<file path="config.mk">
export PLATFORM = sky130hd
export DESIGN_NAME = core_mgmt_initiator
export DESIGN_NICKNAME = d
export VERILOG_FILES = /design/src/rtl/core_mgmt_initiator.sv
export SDC_FILE = /design/constraint.sdc
export NUM_CORES = 1
export LEC_CHECK = 0
export CORE_ASPECT_RATIO = 1.1
export CORE_MARGIN = 3
export CORE_UTILIZATION = 40
export CTS_BUF_LIST = sky130_fd_sc_hd__clkbuf_16
export CTS_CLUSTER_SIZE = 28
export DETAILED_ROUTE_END_ITERATION = 10
export PLACE_DENSITY_LB_ADDON = 0.1
export SETUP_SLACK_MARGIN = 0.4
export SLEW_MARGIN = 5
export SYNTH_ARGS = -nofsm -noshare
export SYNTH_HDL_FRONTEND = slang
export SYNTH_SLANG_ARGS = --single-unit
</file>
<file path="constraint.sdc">
create_clock -name clk -period 5.45 [get_ports clk]
set_input_delay 1.09 -clock clk [delete_from_list [all_inputs] [get_ports clk]]
set_output_delay 1.09 -clock clk [all_outputs]
set_load 0.02 [all_outputs]
</file>
<file path="src/rtl/core_mgmt_initiator.sv">
// Core-management bus initiator: turns halt/run/read commands into single
// write or read transactions on the management slave and returns one response.
module core_mgmt_initiator #(
    parameter int          NUM_CPUS  = 4,
    parameter logic [31:0] ADDR      = 32'h1000_0000,
    parameter logic [31:0] HALT_CODE = 32'h0000_0010,
    parameter logic [31:0] RUN_CODE  = 32'h0000_0020,
    parameter int          TIMEOUT   = 16
) (
    input  logic        clk,
    input  logic        rst,
    input  logic        pwr,
    input  logic        cmd_valid,
    output logic        cmd_ready,
    input  logic [1:0]  cmd_op,
    input  logic [1:0]  cmd_core,
    input  logic [4:0]  cmd_addr,
    output logic        rsp_valid,
    input  logic        rsp_ready,
    output logic [31:0] rsp_data,
    output logic        rsp_err,
    output logic        busy,
    output logic        w_valid,
    output logic [31:0] wdata,
    output logic [31:0] waddr,
    output logic        arvalid,
    output logic [31:0] raddr,
    input  logic        rvalid,
    input  logic [31:0] rdata
);

    localparam logic [2:0] IDLE    = 3'd0;
    localparam logic [2:0] WR      = 3'd1;
    localparam logic [2:0] RD_REQ  = 3'd2;
    localparam logic [2:0] RD_WAIT = 3'd3;
    localparam logic [2:0] RSP     = 3'd4;

    localparam int CW = $clog2(TIMEOUT + 1);

    logic [2:0]    state;
    logic [CW-1:0] cnt;
    logic          cmd_bad;

    assign busy    = (state != IDLE);
    assign cmd_bad = (cmd_op == 2'b11) || ({30'b0, cmd_core} >= 32'(NUM_CPUS)) || !pwr;

    // cmd_ready is registered so it first rises on the clock edge after reset release.
    always_ff @(posedge clk or negedge rst) begin
        if (!rst) begin
            state     <= IDLE;
            cnt       <= '0;
            cmd_ready <= 1'b0;
            w_valid   <= 1'b0;
            arvalid   <= 1'b0;
            rsp_valid <= 1'b0;
            rsp_err   <= 1'b0;
            wdata     <= '0;
            waddr     <= '0;
            raddr     <= '0;
            rsp_data  <= '0;
        end else begin
            case (state)
                IDLE: begin
                    if (cmd_valid && cmd_ready) begin
                        cmd_ready <= 1'b0;
                        if (cmd_bad) begin
                            state     <= RSP;
                            rsp_valid <= 1'b1;
                            rsp_err   <= 1'b1;
                            rsp_data  <= '0;
                        end else if (!cmd_op[1]) begin
                            state   <= WR;
                            w_valid <= 1'b1;
                            waddr   <= ADDR;
                            wdata   <= (cmd_op[0] ? RUN_CODE : HALT_CODE) + {30'b0, cmd_core};
                        end else begin
                            state   <= RD_REQ;
                            arvalid <= 1'b1;
                            raddr   <= {27'b0, cmd_addr};
                            cnt     <= '0;
                        end
                    end else begin
                        cmd_ready <= 1'b1;
                    end
                end
                WR: begin
                    state     <= RSP;
                    w_valid   <= 1'b0;
                    rsp_valid <= 1'b1;
                    rsp_err   <= 1'b0;
                    rsp_data  <= wdata;
                end
                RD_REQ, RD_WAIT: begin
                    // Power loss outranks a same-cycle rvalid; timeout fires on the last counted cycle.
                    if (!pwr || (!rvalid && cnt == CW'(TIMEOUT - 1))) begin
                        state     <= RSP;
                        arvalid   <= 1'b0;
                        rsp_valid <= 1'b1;
                        rsp_err   <= 1'b1;
                        rsp_data  <= '0;
                    end else if (rvalid) begin
                        state     <= RSP;
                        arvalid   <= 1'b0;
                        rsp_valid <= 1'b1;
                        rsp_err   <= 1'b0;
                        rsp_data  <= rdata;
                    end else begin
                        state <= RD_WAIT;
                        cnt   <= cnt + CW'(1);
                    end
                end
                RSP: begin
                    if (rsp_ready) begin
                        state     <= IDLE;
                        rsp_valid <= 1'b0;
                        cmd_ready <= 1'b1;
                    end
                end
                default: begin
                    state     <= IDLE;
                    cmd_ready <= 1'b0;
                    w_valid   <= 1'b0;
                    arvalid   <= 1'b0;
                    rsp_valid <= 1'b0;
                end
            endcase
        end
    end

endmodule

</file>
==> results of run 1 <==
critical path: stages, from the launching register on:
cell and delay [ns]:
dfrtp_1 0.51, or3_2 0.55, clkdlybuf4s50_1 0.55
power groups by stage:
stage	Combinational, uW	Sequential (uW)	Clock (uW)
global placement	527	565	0
global route	573	574	388
finish	529	557	355
detailed placement	533	566	0
CTS	536	559	369
floorplan	277	636	0
layer usage:
metal | vias to the layer above | GRT usage (%)
met3 | 4 | 3.25
met2 | 104 | 23.2
li1 | 924 | -
met4 | 0 | 4.22
met5 | - | 0
met1 | 957 | 19.5
logic make-up after synthesis:
kind of cell    share of synthesized area (%)
compound gates                           15.0
simple gates                             7.48
buf+inv                                  24.3
other cells                             0.128
xor+xnor                                0.299
fa+ha+maj                               0.855
flops                                    47.0
mux                                      4.96
path summary, 6_finish.rpt:
kind                            depth (start not counted)      start      endpoint
worst max-delay path                                    2   state[2]          busy
worst min-delay path                                    1  waddr[28]     waddr[28]
worst max register to register                          7     cnt[0]   rsp_data[4]
worst min register to register                          1  waddr[28]     waddr[28]
max in group asynchronous                               2        rst      raddr[3]
min in group asynchronous                               2        rst  rsp_data[24]
final cells by class:
class,count,area [um2]
clock buffers,5,125
clock inverters,3,42.5
fillers,628,3280
inverters,3,11.3
multi-input cells,195,1160
flip-flops and latches,55,1380
well taps,85,106
repair buffers,95,943
cells in the mapped netlist, types with 2 or more instances:
master and number:
nor2_1 7, buf_4 86, nand2b_1 3, inv_1 3
a22o_1 32, a21oi_1 7, dfrtp_1 55, o21ai_0 4
nand3_1 2, and3_1 4, o22ai_1 3, mux2_2 12
ha_1 2, nand2_1 10, buf_2 10, and2_1 2
stage by stage:
stage,instances,hold slack [ns]
final,441,0.491
after global routing,441,0.520
after CTS,441,0.491
after detailed placement,433,0.468
after global placement,433,0.454
after floorplan,350,0.460
state kept, by name, summed over array words and instances, names as in the netlist:
name / count
arvalid: 1
cmd_ready: 1
cnt: 5
raddr: 5
rsp_data: 32
rsp_err: 1
rsp_valid: 1
state: 3
w_valid: 1
waddr: 1
wdata: 4
placed cells by master, fill, tap and decap left out, drive strengths merged, types with 2 or more instances in the layout:
cell / Yosys / final
clkdlybuf4s50: 0 / 93
conb: 1 / 86
dfrtp: 55 / 55
a22o: 32 / 32
mux2: 12 / 12
nand2: 10 / 10
a21oi: 7 / 7
nor2: 7 / 7
clkbuf: 1 / 5
inv: 3 / 5
o21ai: 5 / 5
and3: 4 / 4
nand2b: 3 / 3
o22ai: 3 / 3
and2: 2 / 2
nand3: 2 / 2
ha: 2 / 2
or2: 2 / 2
buf: 96 / 2
==> metrics.csv, run 1 <==
stage,metric,value,unit
cts,clkTransAtPathRegs,0.07,ns
setup_path,setup.worst_path.end_class,primary output,
floorplanning,chipWidth,87.6,um
timing,period_share,54.9,%
setup_path,crit_required,4.36,ns
synth,netlist.area_leader.share,47.0,%
route,wl_met1,2.57,mm
route,avgViaCountPerCell,4.51,
cts,root_buffer,clkbuf_16,
cts,cts_max_path_buffers,2,
cts,h-tree-depth,2,
synth,synth.area.top_cells,"dfrtp_1 (47%), buf_4 (22%), a22o_1 (9.6%), mux2_2 (4.6%), buf_2 (1.7%)",
route,drcViolationCount,0,
power,power,1440,uW
synth,yosysWarnings,0,
setup_path,reg2reg_slack,3.12,ns
timing,fmax,0.334,GHz
hold_path,hold_class,reg -> reg,
power,p_sw_share,34.2,%
timing,rsz0062_at_grt,false,
route,vias,1989,
route,firstDrtPassIters,4,
synth,async_flop_share,100,%
setup_path,crit_type,reg -> out,
timing,min_period,2.99,ns
cells_and_area,fin_nets,404,
global_route,antenna_found_initial,0,
power,power.leakage,0.00180,uW
timing,hold_viol,0,
cts,cts-buffers-inserted,5,
cells_and_area,post-route-cell-area,3760,um2
route,route.met2.wl,3.02,mm
floorplanning,die_h,95.7,um
placed_design,io_buffer_count,94,
cells_and_area,antenna_cells,0,
floorplanning,core_region_area,7050,um2
synth,syn-instance-count,265,
route,routed_wl,6.11,mm
cts,cts_hold_buf,0,
synth,synth_top_area_cell,dfrtp_1,
outcome,outcome,"finished, final reports clean",
timing,tns,0,ns
synth,avgSynthCellArea,11.0,um2
route,postRouteAntennaNets,0,
timing,fin_skew,0.00650,ns
cts,post_cts.repair.setup_buffers,0,
floorplanning,start_util,41.5,%
timing,final-setup-viol-count,0,
synth,yosysSeqAreaShare,47.0,%
cells_and_area,postLayoutCoreUtil,53.4,%
placed_design,gp_congestion,0.774,
power,pwr-share-comb,36.7,%
route,drtIter0Drc,73,
cells_and_area,area_growth,28.6,%
route,wl_per_cell,13.9,um
floorplanning,die_area,8380,um2
power,p_seq_share,38.6,%
power,powerDensity,383,nW/um2
floorplanning,ios,181,
placed_design,placed_area,3600,um2
cts,clock-sinks,55,
timing,worst_slew_pin_slew,1.05,ns
flow_run,drv_cap,0,
global_route,grt_pass1_vias,1821,
timing,setup_ws,2.46,ns
synth,ys.flop_type,dfrtp_1,
power,clkPwrFrac,24.6,%
cts,tritoncts,yes,
global_route,track_usage,14.4,%
power,p_int,949,uW
cells_and_area,drive_gt1_share,7.30,%
synth,syn_area,2930,um2
timing,relSlewSlack,30.3,%
cts,insertion_delay,0.29,ns
route,routed.top_layer,met4,
setup_path,arrival,1.90,ns
placed_design,pre_cts_slack,2.19,ns
power,ir_drop,0.223,mV
global_route,grt_max_degree,56,
setup_path,cp_max_fo,14,
global_route,overflow,0,
timing,drv_slew,0,
setup_path,start_kind,flip-flop,
synth,synth-seq-cells,55,
cts,post_cts_resize_count,0,
global_route,grt_pass1_wl,9.36,mm
placed_design,dp_hpwl,4.61,mm
floorplanning,row_count,32,
synth,ys_types,39,
power,switching_power,494,uW
route,wl_met3,479,um
synth,synth_edf_count,0,
Power figures use the tool's default switching activity.
==> run 2, diff against run 1 <==
--- a/config.mk
+++ b/config.mk
@@ -7,7 +7,7 @@
 export LEC_CHECK = 0
 export CORE_ASPECT_RATIO = 1.1
 export CORE_MARGIN = 3
-export CORE_UTILIZATION = 40
+export CORE_UTILIZATION = 37
 export CTS_BUF_LIST = sky130_fd_sc_hd__clkbuf_16
 export CTS_CLUSTER_SIZE = 28
 export DETAILED_ROUTE_END_ITERATION = 10
==> constraint.sdc (replaced) <==
create_clock -name clk -period 3 [get_ports clk]
set_input_delay 0.6 -clock clk [delete_from_list [all_inputs] [get_ports clk]]
set_output_delay 0.6 -clock clk [all_outputs]
set_load 0.02 [all_outputs]
==> run 2 against run 1 <==
  * Clock-buffer cell count unchanged
  * Worst hold slack got worse by 0.022 ns
  * Highest routed layer unchanged
  * Total power increased by 79%
  * Utilization decreased by 3.3 points
  * Via count increased by 1.8%
  * First-iteration DRC count increased by 59%
  * Non-clock buffer count increased by 2
  * Largest cell class unchanged
==> metrics.csv, run 2 (synthesis results as in run 1) <==
stage,metric,value,unit,change
outcome,outcome,"finished, final reports clean",,
placed_design,placed_area,3640,um2,+1.1%
cells_and_area,largest_reg_flops,32,,unchanged
cells_and_area,final_common_cell,clkdlybuf4s50_1,,
floorplanning,start_util,38.7,%,-2.8 points
floorplanning,die_h,99.3,um,+3.7%
global_route,overflow,0,,unchanged
route,postRouteAntennaNets,0,,unchanged
global_route,grt_pass1_vias,1963,,+7.8%
placed_design,dp_hpwl,4.73,mm,+2.7%
route,firstDrtPassIters,4,,unchanged
setup_path,slowest_delay,0.56,ns,about the same
cts,post_cts_resize_count,0,,unchanged
cts,cts_max_path_buffers,2,,unchanged
cts,clkTransAtPathRegs,0.07,ns,about the same
global_route,met2_usage,23.2,%,-0.024 points
cells_and_area,post-route-cell-area,3790,um2,+0.66%
cts,root_buffer,clkbuf_16,,
setup_path,worstPathCellList,or3_2 > clkdlybuf4s50_1,,
cts,insertion_delay,0.29,ns,about the same
global_route,met1_usage,19.1,%,-0.37 points
cts,post_cts.repair.setup_buffers,0,,unchanged
timing,drv_slew,0,,unchanged
flow_run,drv_cap,0,,unchanged
global_route,grt_busiest_layer,met2,,
cells_and_area,layout_common_cells,"clkdlybuf4s50_1 (93), conb_1 (86), dfrtp_1 (55), a22o_1 (32), mux2_2 (12)",,
cts,clock-sinks,55,,unchanged
floorplanning,chipWidth,90.8,um,+3.7%
global_route,met3_usage,2.80,%,-0.45 points
cts,h-tree-depth,2,,unchanged
floorplanning,ios,181,,unchanged
route,wl_per_cell,14.0,um,+0.77%
route,avgViaCountPerCell,4.37,,-3.0%
cells_and_area,multi_input_area,1160,um2,unchanged
placed_design,dp_cells,455,,+5.1%
power,power,2580,uW,+79%
setup_path,crit_required,2.40,ns,-1.96 ns
power,powerDensity,681,nW/um2,+78%
cts,cts-buffers-inserted,5,,unchanged
cells_and_area,n_fill_cell,719,,+14%
placed_design,io_buffer_count,94,,unchanged
cells_and_area,fin_nets,406,,+0.50%
setup_path,start_kind,flip-flop,,
route,vias,2025,,+1.8%
floorplanning,row_count,33,,+3.1%
cells_and_area,area_growth,29.4,%,
floorplanning,core_region_area,7560,um2,+7.2%
route,drtIter0Drc,116,,+59%
timing,hold_viol,0,,unchanged
global_route,antenna_found_initial,0,,unchanged
timing,fmax,0.395,GHz,
route,routed_wl,6.46,mm,+5.8%
cells_and_area,antenna_cells,0,,unchanged
cells_and_area,top_regs,"rsp_data (32), cnt (5), raddr (5)",,
route,drcViolationCount,0,,unchanged
cells_and_area,regMostFlops,rsp_data,,
power,ir_drop,0.401,mV,+80%
timing,timing.hold.ws,0.469,ns,-0.0221 ns
timing,tns,0,ns,unchanged
cells_and_area,drive_gt1_share,8.10,%,+0.80 points
global_route,track_usage,14.2,%,-0.28 points
setup_path,cp_max_fo,14,,unchanged
setup_path,crit_type,reg -> out,,
setup_path,crit_family,simple AND/OR/NAND/NOR gates,,
setup_path,setup.worst_path.end_class,primary output,,
power,power.leakage,0.00179,uW,-0.19%
cts,tritoncts,yes,,
global_route,grt_max_degree,43,,-23%
timing,rsz0062_at_grt,false,,
setup_path,arrival,1.93,ns,+0.03 ns
placed_design,gp_congestion,0.751,,-3.0%
setup_path,crit_slowest_cell,or3_2,,
timing,period_share,84.4,%,
timing,fin_skew,0.00836,ns,+0.00186 ns
cells_and_area,fin_cells,463,,+5.0%
cts,cts_hold_buf,0,,unchanged
hold_path,hold_class,in -> async,,
timing,worst_slew_pin_slew,1.01,ns,-0.0406 ns
cells_and_area,seqCellArea,1380,um2,unchanged
setup_path,critPathBufInv,1,,unchanged
global_route,grt_pass1_wl,10.3,mm,+10%
timing,final-setup-viol-count,0,,unchanged
floorplanning,die_area,9020,um2,+7.6%
timing,relSlewSlack,32.7,%,+2.5 points
timing,min_period,2.53,ns,
-- run 2: path summary, 6_finish.rpt --
path	startpoint	to	slack, ns	cells after the start
max	state[2]	busy	0.47	2
min reg2reg	waddr[28]	waddr[28]	0.48	1
min	rst	cmd_ready	0.47	1
min in group clk	waddr[28]	waddr[28]	0.48	1
max in group asynchronous	rst	rsp_data[26]	1.84	2
max reg2reg	cnt[0]	rsp_data[4]	0.59	7
-- run 2: where the power goes --
part	internal, uW	leakage, uW	switching (uW)	total (uW)
Clock	317	0.0000719	281	599
Sequential	896	0.000722	119	1010
Combinational	434	0.000998	534	969
-- run 2: area by class of cell --
type / count / area share (%)
inverter: 3 / 0.297
sequential: 55 / 36.3
tap: 105 / 3.47
clock inverter: 3 / 0.726
timing repair buffer: 97 / 25.3
multi-input combinational: 195 / 30.6
clock buffer: 5 / 3.30
-- run 2: per-stage QoR --
step           setup slack (ns)  utilization, %
2_1_floorplan              1.11               -
3_3_place_gp              0.259            48.1
3_5_place_dp              0.220            48.1
4_1_cts                   0.470            50.2
5_1_grt                   0.416            50.2
6_report                  0.468            50.2
-- run 2: metal layers --
metal,share of wire [%],up-vias
met5,0,-
met4,0.94,0
met3,8.0,7
met2,48,115
met1,43,977
li1,-,926
==> run 3, diff against run 2 <==
--- a/config.mk
+++ b/config.mk
@@ -7,7 +7,7 @@
 export LEC_CHECK = 0
 export CORE_ASPECT_RATIO = 1.1
 export CORE_MARGIN = 3
-export CORE_UTILIZATION = 37
+export CORE_UTILIZATION = 34
 export CTS_BUF_LIST = sky130_fd_sc_hd__clkbuf_16
 export CTS_CLUSTER_SIZE = 28
 export DETAILED_ROUTE_END_ITERATION = 10
==> constraint.sdc (replaced) <==
create_clock -name clk -period 2.3 [get_ports clk]
set_input_delay 0.46 -clock clk [delete_from_list [all_inputs] [get_ports clk]]
set_output_delay 0.46 -clock clk [all_outputs]
set_load 0.02 [all_outputs]
==> run 3 against run 2 <==
  * Largest cell class unchanged
  * Global-route usage fell by 0.73 points
  * Clock-buffer cell count stayed put
  * Final area is 4.1% higher
  * Sequential share of layout area fell by 1.4 points
==> metrics.csv, run 3 (synthesis results as in run 1) <==
stage,metric,value,unit,change
outcome,outcome,"finished, final reports clean",,
cells_and_area,fin_nets,416,,+2.5%
setup_path,crit_required,2.51,ns,+0.11 ns
route,avgViaCountPerCell,4.34,,-0.76%
cells_and_area,drive_gt1_share,13.0,%,+4.9 points
setup_path,cp_max_fo,8,,-6
global_route,grt_busiest_layer,met2,,
floorplanning,start_util,36.0,%,-2.7 points
cells_and_area,postLayoutCoreUtil,48.6,%,-1.6 points
timing,period_share,80.0,%,
power,power.leakage,0.00186,uW,+4.0%
timing,hold_viol,0,,unchanged
setup_path,arrival,2.05,ns,+0.12 ns
setup_path,crit_type,reg -> reg,,
route,drtIter0Drc,35,,-70%
global_route,grt_pass1_vias,1954,,-0.46%
placed_design,pre_cts_slack,0.152,ns,-0.0682 ns
cts,root_buffer,clkbuf_16,,
hold_path,hold_class,in -> async,,
cells_and_area,regMostFlops,rsp_data,,
timing,fmax,0.543,GHz,
route,firstDrtPassIters,4,,unchanged
timing,rsz0062_at_grt,true,,
timing,worst_slew_pin_slew,0.775,ns,-0.231 ns
placed_design,io_buffer_count,94,,unchanged
floorplanning,die_area,9760,um2,+8.3%
timing,fin_skew,0.00664,ns,-0.00171 ns
cts,cts-buffers-inserted,5,,unchanged
cells_and_area,seqCellArea,1380,um2,about the same
setup_path,setup.worst_path.end_class,flip-flop,,
floorplanning,ios,181,,unchanged
cells_and_area,n_fill_cell,767,,+6.7%
cells_and_area,antenna_cells,0,,unchanged
floorplanning,core_region_area,8130,um2,+7.5%
route,wl_per_cell,14.1,um,+0.74%
timing,min_period,1.84,ns,
timing,relSlewSlack,48.3,%,+16 points
cts,h-tree-depth,2,,unchanged
setup_path,reg2reg_depth,8,,+1
route,drcViolationCount,0,,unchanged
cts,cts_hold_buf,0,,unchanged
global_route,met1_usage,17.9,%,-1.2 points
global_route,grt_pass1_wl,10.2,mm,-1.3%
timing,setup_ws,0.460,ns,-0.00748 ns
route,routed_wl,6.70,mm,+3.6%
cts,insertion_delay,0.29,ns,about the same
setup_path,r2r_start,cnt[1],,
cells_and_area,area_growth,34.7,%,
placed_design,gp_congestion,0.748,,-0.47%
global_route,track_usage,13.4,%,-0.73 points
floorplanning,chipWidth,94.5,um,+4.0%
cells_and_area,fin_cells,476,,+2.8%
cts,clock-sinks,55,,unchanged
global_route,antenna_found_initial,0,,unchanged
global_route,grt_max_degree,33,,-23%
floorplanning,die_h,103,um,+4.1%
route,postRouteAntennaNets,0,,unchanged
timing,timing.hold.ws,0.245,ns,-0.223 ns
cells_and_area,largest_reg_flops,32,,unchanged
timing,final-setup-viol-count,0,,unchanged
setup_path,start_kind,flip-flop,,
cts,tritoncts,yes,,
cells_and_area,final_common_cell,clkdlybuf4s50_1,,
power,powerDensity,878,nW/um2,+29%
setup_path,reg2reg_slack,0.46,ns,-0.13 ns
placed_design,dp_hpwl,4.95,mm,+4.5%
cts,clkTransAtPathRegs,0.07,ns,about the same
flow_run,drv_cap,0,,unchanged
cts,cts_max_path_buffers,2,,unchanged
floorplanning,row_count,34,,+3.0%
global_route,met3_usage,3.11,%,+0.31 points
timing,tns,0,ns,unchanged
power,ir_drop,0.381,mV,-5.1%
timing,drv_slew,0,,unchanged
setup_path,timing.rr.end,rsp_err,,
global_route,met2_usage,21.7,%,-1.5 points
cells_and_area,top_regs,"rsp_data (32), cnt (5), raddr (5)",,
placed_design,dp_cells,462,,+1.5%
cells_and_area,layout_common_cells,"clkdlybuf4s50_1 (91), conb_1 (86), dfrtp_1 (54), a22o_1 (32), nand2_1 (10)",,
global_route,overflow,0,,unchanged
route,vias,2066,,+2.0%
cells_and_area,multi_input_area,1220,um2,+5.4%
## run 3: cell count changes in the layout (fill, tap and decap cells not counted), sizes merged
cell	change
clkinvlp	-1
clkdlybuf4s50	-2
dlymetal6s2s	+1
clkinv	+1
buf	+11
## run 3: cell type report
| cell class | instances | area share (%) |
|---|---|---|
| clock inverters | 3 | 0.476 |
| well taps | 108 | 3.43 |
| flip-flops and latches | 55 | 34.9 |
| multi-input cells | 195 | 31.0 |
| clock buffers | 5 | 3.17 |
| repair buffers | 107 | 26.7 |
| inverters | 3 | 0.285 |
## run 3: repair_timing
item	in CTS	in global routing
resized for setup	18	6
setup endpoints to repair	40	47
cloned	1	0
endpoints found under the hold margin	0	0
pin swaps	1	4
setup buffers	3	2
## run 3: critical path, cell delays in order, from the launching register on
cell and delay (ns):
dfrtp_1 0.40, ha_2 0.20, and3_4 0.18, ha_4 0.16, nor2_4 0.14, a31oi_4 0.12, o21ai_4 0.18, buf_6 0.19
mux2i_2 0.20
## run 3: per-stage QoR
step / total power [uW] / area, um2
after floorplan: 2160 / 3250
after global placement: 2660 / 3680
after detailed placement: 2670 / 3680
after CTS: 3500 / 3910
after global routing: 3680 / 3950
final: 3460 / 3950
## run 3: metal layers
layer  wire length (um)  share of wire (%)
met5                  0                  0
met2               3280                 49
met3                554                8.3
met1               2770                 41
met4                 90                1.3
## run 3: report_power, final
part	switching, uW	internal [uW]	leakage, uW
Clock	347	404	0.0000740
Combinational	764	651	0.00107
Sequential	129	1170	0.000721
## run 3: how the worst max path moves through the flow
stage                         from           end  slack, ns  cells past startpoint
final                       cnt[1]       rsp_err       0.46                      8
after detailed placement       pwr  rsp_data[24]       0.15                      5
after floorplan             cnt[0]       rsp_err       0.41                      8
after global placement         pwr      wdata[1]       0.17                      4
after global routing        cnt[1]       rsp_err       0.35                      8
after CTS                 state[2]          busy       0.39                      2
